## src/rtl/pair_packer_2w.sv

```systemverilog
// pair_packer_2w
//   Collects single words from an upstream producer into ordered pairs for a
//   dual-write FIFO. One half slot holds the first word of a pair; one pair
//   register holds a completed pair until the FIFO accepts it. A flush request
//   turns a lone pending word into a pair padded with PAD_WORD.
//
// Ports
//   Clk             clock, all state changes on rising edge
//   Clear_in        asynchronous active-high reset
//   Data_in         upstream word (bit DATA_WIDTH-1 is the word-valid flag)
//   WriteEn_in      upstream word offered this cycle
//   Full_out        backpressure to upstream (accept = WriteEn_in & ~Full_out)
//   Flush_in        level request to pad out a pending half word
//   Data_out_1      older word of the held pair
//   Data_out_2      younger word of the held pair
//   WriteEn_out_2   pair held, offered to the FIFO
//   Full_in         FIFO full; pair drains when WriteEn_out_2 & ~Full_in
//   Idle_out        nothing held in the half slot or the pair register
//   Pair_count_out  pairs drained since reset, wraps
//
// Half-slot FSM
//   state    | meaning
//   ST_EMPTY | no pending half word
//   ST_HALF  | first word of the next pair is held in r_half_word

module pair_packer_2w #(
  parameter int                    DATA_WIDTH  = 65,
  parameter logic [DATA_WIDTH-1:0] PAD_WORD    = '0,
  parameter int                    COUNT_WIDTH = 16
) (
  input  logic                   Clk,
  input  logic                   Clear_in,
  input  logic [DATA_WIDTH-1:0]  Data_in,
  input  logic                   WriteEn_in,
  output logic                   Full_out,
  input  logic                   Flush_in,
  output logic [DATA_WIDTH-1:0]  Data_out_1,
  output logic [DATA_WIDTH-1:0]  Data_out_2,
  output logic                   WriteEn_out_2,
  input  logic                   Full_in,
  output logic                   Idle_out,
  output logic [COUNT_WIDTH-1:0] Pair_count_out
);

  typedef enum logic {ST_EMPTY, ST_HALF} state_t;

  state_t                 r_state;
  logic [DATA_WIDTH-1:0]  r_half_word;
  logic                   r_pair_valid;
  logic [DATA_WIDTH-1:0]  r_pair_w1;
  logic [DATA_WIDTH-1:0]  r_pair_w2;
  logic [COUNT_WIDTH-1:0] r_pair_count;

  state_t                 w_state_next;
  logic                   w_pair_valid_next;
  logic                   w_load_half;
  logic                   w_load_pair;
  logic [DATA_WIDTH-1:0]  w_pair_w2;
  logic                   w_accept;
  logic                   w_drain;
  logic                   w_pair_room;

  // Only a HALF state with a stuck pair can block; in EMPTY a word always
  // goes to the half slot, and in HALF with room the word completes a pair.
  assign Full_out       = (r_state == ST_HALF) & r_pair_valid & Full_in;
  assign WriteEn_out_2  = r_pair_valid;
  assign Data_out_1     = r_pair_w1;
  assign Data_out_2     = r_pair_w2;
  assign Idle_out       = (r_state == ST_EMPTY) & ~r_pair_valid;
  assign Pair_count_out = r_pair_count;

  assign w_accept    = WriteEn_in & ~Full_out;
  assign w_drain     = r_pair_valid & ~Full_in;
  // Pair register can take a new pair this edge: free, or emptying now.
  assign w_pair_room = ~r_pair_valid | ~Full_in;

  always_comb begin
    w_state_next      = r_state;
    w_pair_valid_next = r_pair_valid;
    w_load_half       = 1'b0;
    w_load_pair       = 1'b0;
    w_pair_w2         = PAD_WORD;
    case (r_state)
      ST_EMPTY: begin
        if (w_accept) begin
          w_load_half  = 1'b1;
          w_state_next = ST_HALF;
        end
      end
      ST_HALF: begin
        // An accepted word wins over flush; a held flush then sees EMPTY.
        if (w_accept) begin
          w_load_pair  = 1'b1;
          w_pair_w2    = Data_in;
          w_state_next = ST_EMPTY;
        end else if (Flush_in && w_pair_room) begin
          w_load_pair  = 1'b1;
          w_pair_w2    = PAD_WORD;
          w_state_next = ST_EMPTY;
        end
      end
      default: w_state_next = ST_EMPTY;
    endcase
    // Reload takes precedence over drain so drain+form has no bubble.
    if (w_load_pair) begin
      w_pair_valid_next = 1'b1;
    end else if (w_drain) begin
      w_pair_valid_next = 1'b0;
    end
  end

  always_ff @(posedge Clk or posedge Clear_in) begin
    if (Clear_in) begin
      r_state      <= ST_EMPTY;
      r_pair_valid <= 1'b0;
      r_pair_count <= '0;
    end else begin
      r_state      <= w_state_next;
      r_pair_valid <= w_pair_valid_next;
      if (w_drain) begin
        r_pair_count <= r_pair_count + 1'b1;
      end
    end
  end

  always_ff @(posedge Clk or posedge Clear_in) begin
    if (Clear_in) begin
      r_half_word <= PAD_WORD;
      r_pair_w1   <= PAD_WORD;
      r_pair_w2   <= PAD_WORD;
    end else begin
      if (w_load_half) begin
        r_half_word <= Data_in;
      end
      if (w_load_pair) begin
        r_pair_w1 <= r_half_word;
        r_pair_w2 <= w_pair_w2;
      end
    end
  end

endmodule

```

## config.mk

```make
export PLATFORM = sky130hd
export DESIGN_NAME = pair_packer_2w
export DESIGN_NICKNAME = d
export VERILOG_FILES = /design/src/rtl/pair_packer_2w.sv
export SDC_FILE = /design/constraint.sdc
export NUM_CORES = 1
export LEC_CHECK = 0
export ABC_AREA = 1
export CELL_PAD_IN_SITES_DETAIL_PLACEMENT = 1
export CELL_PAD_IN_SITES_GLOBAL_PLACEMENT = 2
export CORE_MARGIN = 3
export CORE_UTILIZATION = 27
export DETAILED_ROUTE_END_ITERATION = 8
export PLACE_DENSITY = 0.84
export SYNTH_ARGS = -nofsm -noshare
export SYNTH_HDL_FRONTEND = slang
export SYNTH_SLANG_ARGS = --single-unit
```

## constraint.sdc

```tcl
create_clock -name Clk -period 6.3 [get_ports Clk]
set_input_delay 0.63 -clock Clk [delete_from_list [all_inputs] [get_ports Clk]]
set_output_delay 0.63 -clock Clk [all_outputs]
set_load 0.01 [all_outputs]
```

; Yosys cells after proc, flatten, opt, wreduce, memory -nomap -nowiden
; Index checks and enable logic that the tools add are counted.
[op_classes]
add_sub_neg = 1
n_mux = 12
bitwise_logic = 10
reduce_logical = 2
[op_table]
columns = op, n
row1 = two-way mux 65 bit, 2
row2 = "adder 16 x 1 -> 16 bit, second input constant", 1
row3 = two-way mux 1 bit, 9
row4 = bitwise AND 1 bit, 5
row5 = NOT 1 bit, 4
row6 = one-hot mux 1 bit (2 select lines), 1
row7 = nonzero test 2 bit, 1
row8 = logical AND 1 bit, 1
row9 = OR 1 bit, 1
[word_totals]
reg_bits = 213
input_bits = 70
output_inout_bits = 149
word_cells = 31

; Depth between registers and ports, before layout
; Gate-level depths: netlist of run 1.
[depth]
word_depth = 7
mapped_depth = 9
ltp_nobuf = 9

; Least setup slack after synthesis of run 1
; OpenSTA, ideal clock, no wires.
[synth_path]
path_kind = in2out
from = input Full_in
to = output Full_out
arrival_time_ps = 897
required_time_ps = 5670
slack_ps = 4773
stages = 2
path_buffers = 0
cell_sequence = nand2_1 -> nor2_1
[synth_between]
elab_chain_len = 1
[synth_lines]
columns = item, line
row1 = start: declaration, 40  ; input logic Full_in,
row2 = bitwise AND 1 bit, 65  ; assign Full_out = (r_state == ST_HALF) & r_pair_valid & Full_in;
row3 = end: declaration, 35  ; output logic Full_out,
; Every way passes these cells.

; Worst setup path after layout of run 1
[layout_path]
from = input Full_in
to = register r_pair_w1[55], in the netlist Data_out_1[55]
[layout_between]
elab_chain_len = 6
elab_cells_between_ends = 9
cone_classes = mux (3) / bitwise (5) / reduce/logical (1)
[layout_lines]
columns = item, line
row1 = NOT 1 bit, 75  ; assign w_pair_room = ~r_pair_valid | ~Full_in;
row2 = OR 1 bit, 75
row3 = logical AND 1 bit, 96  ; end else if (Flush_in && w_pair_room) begin
row4 = two-way mux 1 bit, 96
row5 = two-way mux 1 bit *, 92  ; if (w_accept) begin
row6 = two-way mux 1 bit *, 83  ; case (r_state)
row7 = end signal: assignment, 136  ; r_pair_w1 <= r_half_word;
row8 = end: declaration, 50  ; logic [DATA_WIDTH-1:0] r_pair_w1;
; Every way passes the cells marked *; elsewhere a longest branch is shown, timed or not.
; A chain may end at the register's enable or synchronous reset.

==> results.py, run 1 <==
metrics = {
    "synthesis": {
        "syn_area_mm2": 0.00842,
        "synth_seq_cells": 213,
        "syn_inst": 821,
        "seq_area_frac_synth": 0.633,
        "syn_area_per_cell_um2": 10.3,
        "yosys_warnings": 0,
        "synth_nets": 892,
        "synthDistinctLibCells": 22,
    },
    "global_route": {
        "antenna_found_initial": 2,
        "grt_max_degree": 96,
        "overflow": 0,
        "track_usage": 0.147,
        "grt_pass1_vias": 7045,
        "grt_pass1_wl_mm": 39.9,
    },
    "placement": {
        "routabilityCongestion": 0.761,
        "dp.final_hpwl_mm": 15.9,
        "io_buffers": 218,
    },
    "floorplanning": {
        "die_w_um": 183,
        "dieArea_mm2": 0.0333,
        "fp.coreArea_mm2": 0.0307,
        "die_h_um": 183,
        "initial_utilization": 0.275,
        "rows": 64,
        "io_pins": 219,
    },
    "cts": {
        "clk_pin_slew_ps": 60,
        "cts_hold_buf": 0,
        "cts-htree-levels": 1,
        "numCtsBuffers": 25,
        "cts_root_buffer": "clkbuf_16",
        "cts_tree": "done",
        "clockBufferDepth": 3,
        "cts_resized": 0,
        "cts_sinks": 213,
        "cts_setup_buffers": 0,
        "worstSkewPairLatency_ps": 510,
    },
    "critical_path": {
        "worstPathMaxFanout": 62,
        "worstSetupStartpointType": "input pin",
        "worstPathArrival_ps": 3540,
        "crit_required_ps": 6740,
        "criticalPathCategory": "in -> reg",
        "cp-end-kind": "register",
    },
    "routing": {
        "drt-initial-drc-count": 304,
        "wire_per_inst_um": 17.3,
        "drc_errors": 0,
        "via_per_inst": 4.50,
        "ant_nets": 0,
        "wl_mm": 24.9,
        "vias": 6464,
        "first_pass_iters": 4,
    },
    "sta": {
        "fmaxAchievable_mhz": 323,
        "fin_crit_ps": 3100,
        "fin_setup_tns_ps": 0,
        "skew_ps": 9.48,
        "worstMarginPinSlew_ps": 1060,
        "rsz0062_at_grt": "no",
        "finalMaxSlewViolations": 0,
        "setup_viol": 0,
        "fin_crit_sh": 0.491,
        "hold_viol": 0,
        "slew_headroom": 0.294,
    },
    "layout": {
        "drive_gt1_frac": 0.110,
        "finalCoreUtilization": 0.383,
        "nets": 1095,
        "fillCellCount": 3409,
        "seqCellArea_mm2": 0.00533,
        "multiInputGateArea_mm2": 0.00280,
        "area_growth_syn_to_layout_pct": 39.4,
    },
    "job": {
        "cap_violations": 0,
    },
    "pwr": {
        "irDropWorstVdd_mv": 0.205,
        "p_leak_uw": 0.00551,
        "pwr_density_cell_mw_per_mm2": 509,
    },
    "worst_hold_path": {
        "hold_class": "reg -> reg",
    },
    "run_status": {
        "outcome": "finished, final reports clean",
    },
}
## worst max-delay path, stage by stage
cell             delay [ps]
clkdlybuf4s50_1         420
nand2_1                 210
nand3_4                 630
nand2_2                 880
buf_4                   500
nand2_1                 120
nand2_1                  80
## sequential cells by signal, summed over array words and instances (netlist names)
name	cells
Data_out_1	65
Data_out_2	65
Pair_count_out	16
WriteEn_out_2	1
r_half_word	65
r_state	1
## cells in the final DEF, fill, tap and decap left out, drive strengths merged
cell,instances
nand2,302
diode,1
xnor2,3
nand3,138
xor2,5
clkdlybuf4s50,218
nor3,1
nand3b,3
o21bai,1
clkinv,4
nand4,1
clkbuf,35
inv,17
and2,1
clkinvlp,2
nor2,19
bufinv,2
ha,1
dfrtp,213
buf,6
o21ai,3
mux2,64
## logic make-up after synthesis
group	Yosys count	share of synthesized area
XOR/XNOR	8	0.00832
buffers and inverters	66	0.0383
adder cells (fa/ha/maj)	1	0.00149
AND/OR/NAND/NOR	465	0.231
AO/OA/AOI/OAI	4	0.00267
flip-flops	213	0.633
multiplexers	64	0.0856
## cell usage after synthesis
cell | number | area (µm²)
xnor2_1 | 3 | 26.3
nand3b_1 | 3 | 22.5
nand2_1 | 302 | 1130
mux2_2 | 64 | 721
and2_0 | 1 | 6.26
buf_2 | 27 | 135
nand3_1 | 137 | 686
nor2_2 | 1 | 6.26
o21bai_1 | 1 | 7.51
xor2_1 | 5 | 43.8
o21ai_0 | 3 | 15.0
inv_2 | 1 | 3.75
clkbuf_1 | 8 | 30.0
nor2_1 | 18 | 67.6
nand4_1 | 1 | 6.26
nor3_1 | 1 | 5.00
buf_1 | 2 | 7.51
inv_1 | 17 | 63.8
nand3_2 | 1 | 10.0
buf_4 | 11 | 82.6
dfrtp_1 | 213 | 5330
ha_1 | 1 | 12.5
## where the power goes
| group | internal (µW) | switching [µW] | leakage [µW] |
|---|---|---|---|
| clock | 863 | 564 | 0.000394 |
| combinational | 1130 | 1090 | 0.00248 |
| sequential | 1970 | 358 | 0.00263 |
| total | 3970 | 2010 | 0.00551 |
## layout make-up
cell class | instances | share of cell area
repair buffers | 224 | 0.191
multi-input cells | 542 | 0.238
flip-flops and latches | 213 | 0.454
clock buffers | 35 | 0.0608
inverters | 18 | 0.00608
clock inverters | 7 | 0.00746
well taps | 396 | 0.0422
diodes | 1 | 0.000213
## path summary, 6_finish.rpt
kind | start | to | slack (ps) | cells after the start
max in group asynchronous | Clear_in | Data_out_2[42] | 4040 | 3
max | Full_in | Data_out_1[55] | 3200 | 7
min in group asynchronous | Clear_in | WriteEn_out_2 | 710 | 2
max reg2reg | WriteEn_out_2 | Data_out_1[55] | 3340 | 6
min reg2reg | r_half_word[44] | Data_out_1[44] | 460 | 2
min | r_half_word[44] | Data_out_1[44] | 460 | 2
## routing by layer
metal,track usage,share of wire
met1,0.194,0.44
met2,0.242,0.47
met3,0.0419,0.069
met4,0.0335,0.016
met5,0,0.00052
## metrics by stage
step	area (µm²)	total power [µW]	instances	hold WS [ps]	worst slack, ps
2_1_floorplan	8430	3430	821	436	2900
3_3_place_gp	10900	4560	1393	445	2630
3_5_place_dp	10900	4620	1393	450	2650
4_1_cts	11700	6100	1435	465	3180
5_1_grt	11700	6420	1436	492	2930
6_report	11700	5970	1436	462	3200
Note: power is estimated with default switching activity, not from simulation.
==> run 2: changes to the inputs <==
clock period = 2.7 ns   (was 6.3 ns; I/O delays follow)
==> results.py, run 2 (synthesis gave the netlist of run 1 again) <==
metrics = {
    "global_route": {
        "antenna_found_initial": 1,
        "track_usage": 0.154,
        "grt_pass1_wl_mm": 41.6,
        "grt_max_degree": 95,
        "grt_pass1_vias": 7268,
        "overflow": 0,
    },
    "job": {
        "cap_violations": 0,
    },
    "cts": {
        "worstSkewPairLatency_ps": 520,
        "clk_pin_slew_ps": 60,
        "cts_hold_buf": 0,
        "cts_setup_buffers": 0,
        "cts-htree-levels": 1,
        "cts_root_buffer": "clkbuf_16",
        "cts_tree": "done",
        "cts_resized": 0,
        "clockBufferDepth": 3,
        "cts_sinks": 213,
        "numCtsBuffers": 26,
    },
    "floorplanning": {
        "fp.coreArea_mm2": 0.0307,
        "rows": 64,
        "die_h_um": 183,
        "die_w_um": 183,
        "initial_utilization": 0.275,
        "dieArea_mm2": 0.0333,
        "io_pins": 219,
    },
    "routing": {
        "first_pass_iters": 4,
        "drc_errors": 0,
        "drt-initial-drc-count": 266,
        "vias": 6585,
        "wire_per_inst_um": 17.8,
        "ant_nets": 0,
        "via_per_inst": 4.55,
        "wl_mm": 25.8,
    },
    "sta": {
        "skew_ps": 10.4,
        "fmaxAchievable_mhz": 479,
        "setup_viol": 0,
        "hold_viol": 0,
        "worstMarginPinSlew_ps": 526,
        "worst_hold_slack_ps": 130,
        "fin_crit_sh": 0.772,
        "fin_crit_ps": 2090,
        "slew_headroom": 0.649,
        "finalMaxSlewViolations": 0,
        "rsz0062_at_grt": "no",
    },
    "layout": {
        "drive_gt1_frac": 0.122,
        "antenna-diode-count": 0,
        "finalCoreUtilization": 0.388,
        "final_common_cell": "nand2_1",
        "final_cell_mix": "nand2_1 (300), clkdlybuf4s50_1 (218), dfrtp_1 (213)",
        "fillCellCount": 3434,
        "area_growth_syn_to_layout_pct": 41.4,
        "nets": 1104,
    },
    "pwr": {
        "p_leak_uw": 0.00559,
        "pwr_density_cell_mw_per_mm2": 1190,
        "irDropWorstVdd_mv": 0.456,
    },
    "critical_path": {
        "worstPathMaxFanout": 5,
        "criticalPathCategory": "reg -> out",
        "worstSetupStartpointType": "register",
        "crit_required_ps": 2430,
        "cp-end-kind": "primary output",
        "rrSetupSlack_ps": 940,
        "ff2ff_path_depth": 6,
        "worstPathArrival_ps": 1820,
        "worstReg2RegEnd": "Data_out_2[55]",
        "r2r_start": "WriteEn_out_2",
    },
    "placement": {
        "io_buffers": 218,
        "dp.final_hpwl_mm": 16.7,
        "routabilityCongestion": 0.732,
    },
    "worst_hold_path": {
        "hold_class": "in -> async",
    },
    "run_status": {
        "outcome": "finished, final reports clean",
    },
}
run 2: cell count changes in the layout (fill, tap and decap cells not counted), sizes merged:
cell      delta
clkinv       +3
bufinv       -2
buf          +8
clkbuf       +2
diode        -1
clkinvlp     +1
run 2: worst max path at each step:
stage	start	end	slack, ps	cells past startpoint
6_report	r_state	Full_out	610	3
5_1_grt	r_state	Full_out	530	3
4_1_cts	r_state	Full_out	580	3
3_5_place_dp	Full_in	Data_out_2[57]	620	7
3_3_place_gp	Full_in	Data_out_2[5]	700	7
2_1_floorplan	Clear_in	Data_out_1[0]	-340	1
run 2: metrics by stage:
stage / instance area [µm²] / power [µW] / TNS [ps] / setup slack (ps) / cells
3_3_place_gp: 11100 / 10700 / 0 / 698 / 1401
2_1_floorplan: 8430 / 8010 / -72460 / -340 / 821
3_5_place_dp: 11100 / 10900 / 0 / 620 / 1401
6_report: 11900 / 14100 / 0 / 614 / 1447
4_1_cts: 11900 / 14400 / 0 / 581 / 1447
5_1_grt: 11900 / 15100 / 0 / 531 / 1447
run 2: final cells by class:
class	count	area [µm²]	share of cell area
clock inverter	9	53.8	0.00452
tap	396	495	0.0416
multi-input combinational	542	2800	0.235
inverter	18	71.3	0.00599
clock buffer	37	783	0.0658
timing repair buffer	232	2370	0.199
sequential	213	5330	0.448
run 2: per-layer routing:
metal / GRT usage / wire length [µm]
met1: 0.200 / 11500
met3: 0.0409 / 1530
met5: 0 / 13
met2: 0.258 / 12300
met4: 0.0308 / 428
run 2: power breakdown:
group	total (µW)	switching, µW	internal (µW)
Sequential	5440	839	4600
Combinational	5310	2600	2710
Clock	3370	1370	2010
run 2: critical path, stage by stage (launching register included):
cell	delay (ps)
dfrtp_1	490
inv_1	130
nor2_1	120
clkdlybuf4s50_1	540
==> run 3: changes to the inputs <==
clock period = 1.8 ns   (was 2.7 ns; I/O delays follow)
==> results.py, run 3 (synthesis gave the netlist of run 1 again) <==
metrics = {
    "sta": {
        "fin_crit_ps": 1730,
        "fmaxAchievable_mhz": 578,
        "skew_ps": 8.81,
        "worstMarginPinSlew_ps": 559,
        "finalMaxSlewViolations": 0,
        "setup_viol": 0,
        "slew_headroom": 0.627,
        "worst_slack_ps": 70.8,
        "fin_crit_sh": 0.961,
        "hold_viol": 0,
        "rsz0062_at_grt": "no",
    },
    "layout": {
        "drive_gt1_frac": 0.127,
        "fin_cells": 1456,
        "fillCellCount": 3373,
        "multiInputGateArea_mm2": 0.00280,
        "nets": 1111,
        "final_common_cell": "nand2_1",
        "seqCellArea_mm2": 0.00533,
        "area_growth_syn_to_layout_pct": 44.5,
        "final_cell_mix": "nand2_1 (299), clkdlybuf4s50_1 (214), dfrtp_1 (212)",
        "antenna-diode-count": 0,
    },
    "global_route": {
        "grt_pass1_wl_mm": 41.1,
        "antenna_found_initial": 0,
        "grt_pass1_vias": 7274,
        "overflow": 0,
        "grt_max_degree": 96,
        "track_usage": 0.153,
    },
    "critical_path": {
        "max_stage_delay_ps": 610,
        "ff2ff_path_depth": 7,
        "criticalPathCategory": "reg -> out",
        "worstPathMaxFanout": 5,
        "cp_slowest_cell": "clkdlybuf4s50_1",
        "crit_buf_inv": 1,
        "crit_required_ps": 1620,
        "crit_chain": "clkdlybuf4s50_1",
        "r2r_start": "WriteEn_out_2",
        "worstSetupStartpointType": "register",
        "cp-end-kind": "primary output",
        "worstReg2RegEnd": "Pair_count_out[10]",
        "rrSetupSlack_ps": 350,
        "worstPathArrival_ps": 1550,
        "crit_family": "buffers and inverters",
    },
    "routing": {
        "drt-initial-drc-count": 270,
        "vias": 6665,
        "wl_mm": 25.6,
        "first_pass_iters": 4,
        "ant_nets": 0,
        "wire_per_inst_um": 17.6,
        "via_per_inst": 4.58,
        "drc_errors": 0,
    },
    "placement": {
        "dp.final_hpwl_mm": 16.9,
        "io_buffers": 218,
        "post-place-ws_ps": 75.9,
        "placed_cells": 1407,
        "routabilityCongestion": 0.744,
    },
    "floorplanning": {
        "fp.coreArea_mm2": 0.0307,
        "die_h_um": 183,
        "io_pins": 219,
        "initial_utilization": 0.275,
        "die_w_um": 183,
        "rows": 64,
        "dieArea_mm2": 0.0333,
    },
    "cts": {
        "cts-htree-levels": 1,
        "worstSkewPairLatency_ps": 520,
        "cts_root_buffer": "clkbuf_16",
        "cts_hold_buf": 0,
        "cts_sinks": 213,
        "clk_pin_slew_ps": 60,
        "clockBufferDepth": 3,
        "numCtsBuffers": 26,
        "cts_tree": "done",
    },
    "job": {
        "cap_violations": 0,
    },
    "pwr": {
        "p_leak_uw": 0.00574,
        "pwr_density_cell_mw_per_mm2": 1810,
        "irDropWorstVdd_mv": 0.725,
    },
    "worst_hold_path": {
        "hold_class": "in -> async",
    },
    "run_status": {
        "outcome": "finished, final reports clean",
    },
}
## run 3: cell count changes in the layout (fill, tap and decap cells not counted), sizes merged
cell	delta
dlygate4sd2	+3
bufinv	+5
clkdlybuf4s50	-4
dlymetal6s2s	+1
clkbuf	+2
clkinv	-4
buf	+7
clkinvlp	-1
## run 3: how the worst max path moves through the flow
stage / startpoint / to / slack (ps) / cells past startpoint
6_report: Pair_count_out[9] / Pair_count_out[9] / 70 / 1
5_1_grt: Pair_count_out[10] / Pair_count_out[10] / 3 / 1
4_1_cts: Pair_count_out[2] / Pair_count_out[2] / 30 / 1
3_5_place_dp: Full_in / Pair_count_out[10] / 80 / 9
3_3_place_gp: Full_in / Full_out / 110 / 4
2_1_floorplan: Clear_in / Data_out_1[0] / -1150 / 1
## run 3: final cells by class
class | instances | area share
clock buffers | 39 | 0.0633
clock inverters | 9 | 0.0142
inverters | 18 | 0.00586
multi-input cells | 542 | 0.230
flip-flops and latches | 213 | 0.438
well taps | 396 | 0.0407
repair buffers | 239 | 0.208
## run 3: tightest hold or removal path, delay by kind of cell
kind     cells  cell delay, ps
buf+inv      3             760
## run 3: timing repair
action,4_1_cts,5_1_grt
setup endpoints to repair,3,1
gates resized for setup,5,1
buffers inserted,1,0
pin swaps,0,0
## run 3: through the flow
step | power [µW] | util | area (µm²) | hold WS (ps) | TNS, ps
after global placement | 16300 | 0.366 | 11200 | 444 | 0
after floorplan | 12000 | - | 8430 | 297 | -244990
after CTS | 22500 | 0.397 | 12200 | 52.4 | 0
after global routing | 23500 | 0.397 | 12200 | 85.2 | 0
after detailed placement | 16500 | 0.366 | 11200 | 454 | 0
final | 22000 | 0.397 | 12200 | 78.5 | 0
## run 3: metal layers
metal,routed length [µm],vias to the layer above,part of all wire,track usage
met4,562,0,0.022,0.0341
met1,10900,3389,0.43,0.192
met5,0,-,0,0
met3,1740,32,0.068,0.0446
li1,-,3084,-,-
met2,12400,160,0.48,0.260
## run 3: power by group
part           switching (µW)  internal (µW)
combinational            3990           4240
clock                    2020           3660
sequential               1200           6910
total                    7210          14800
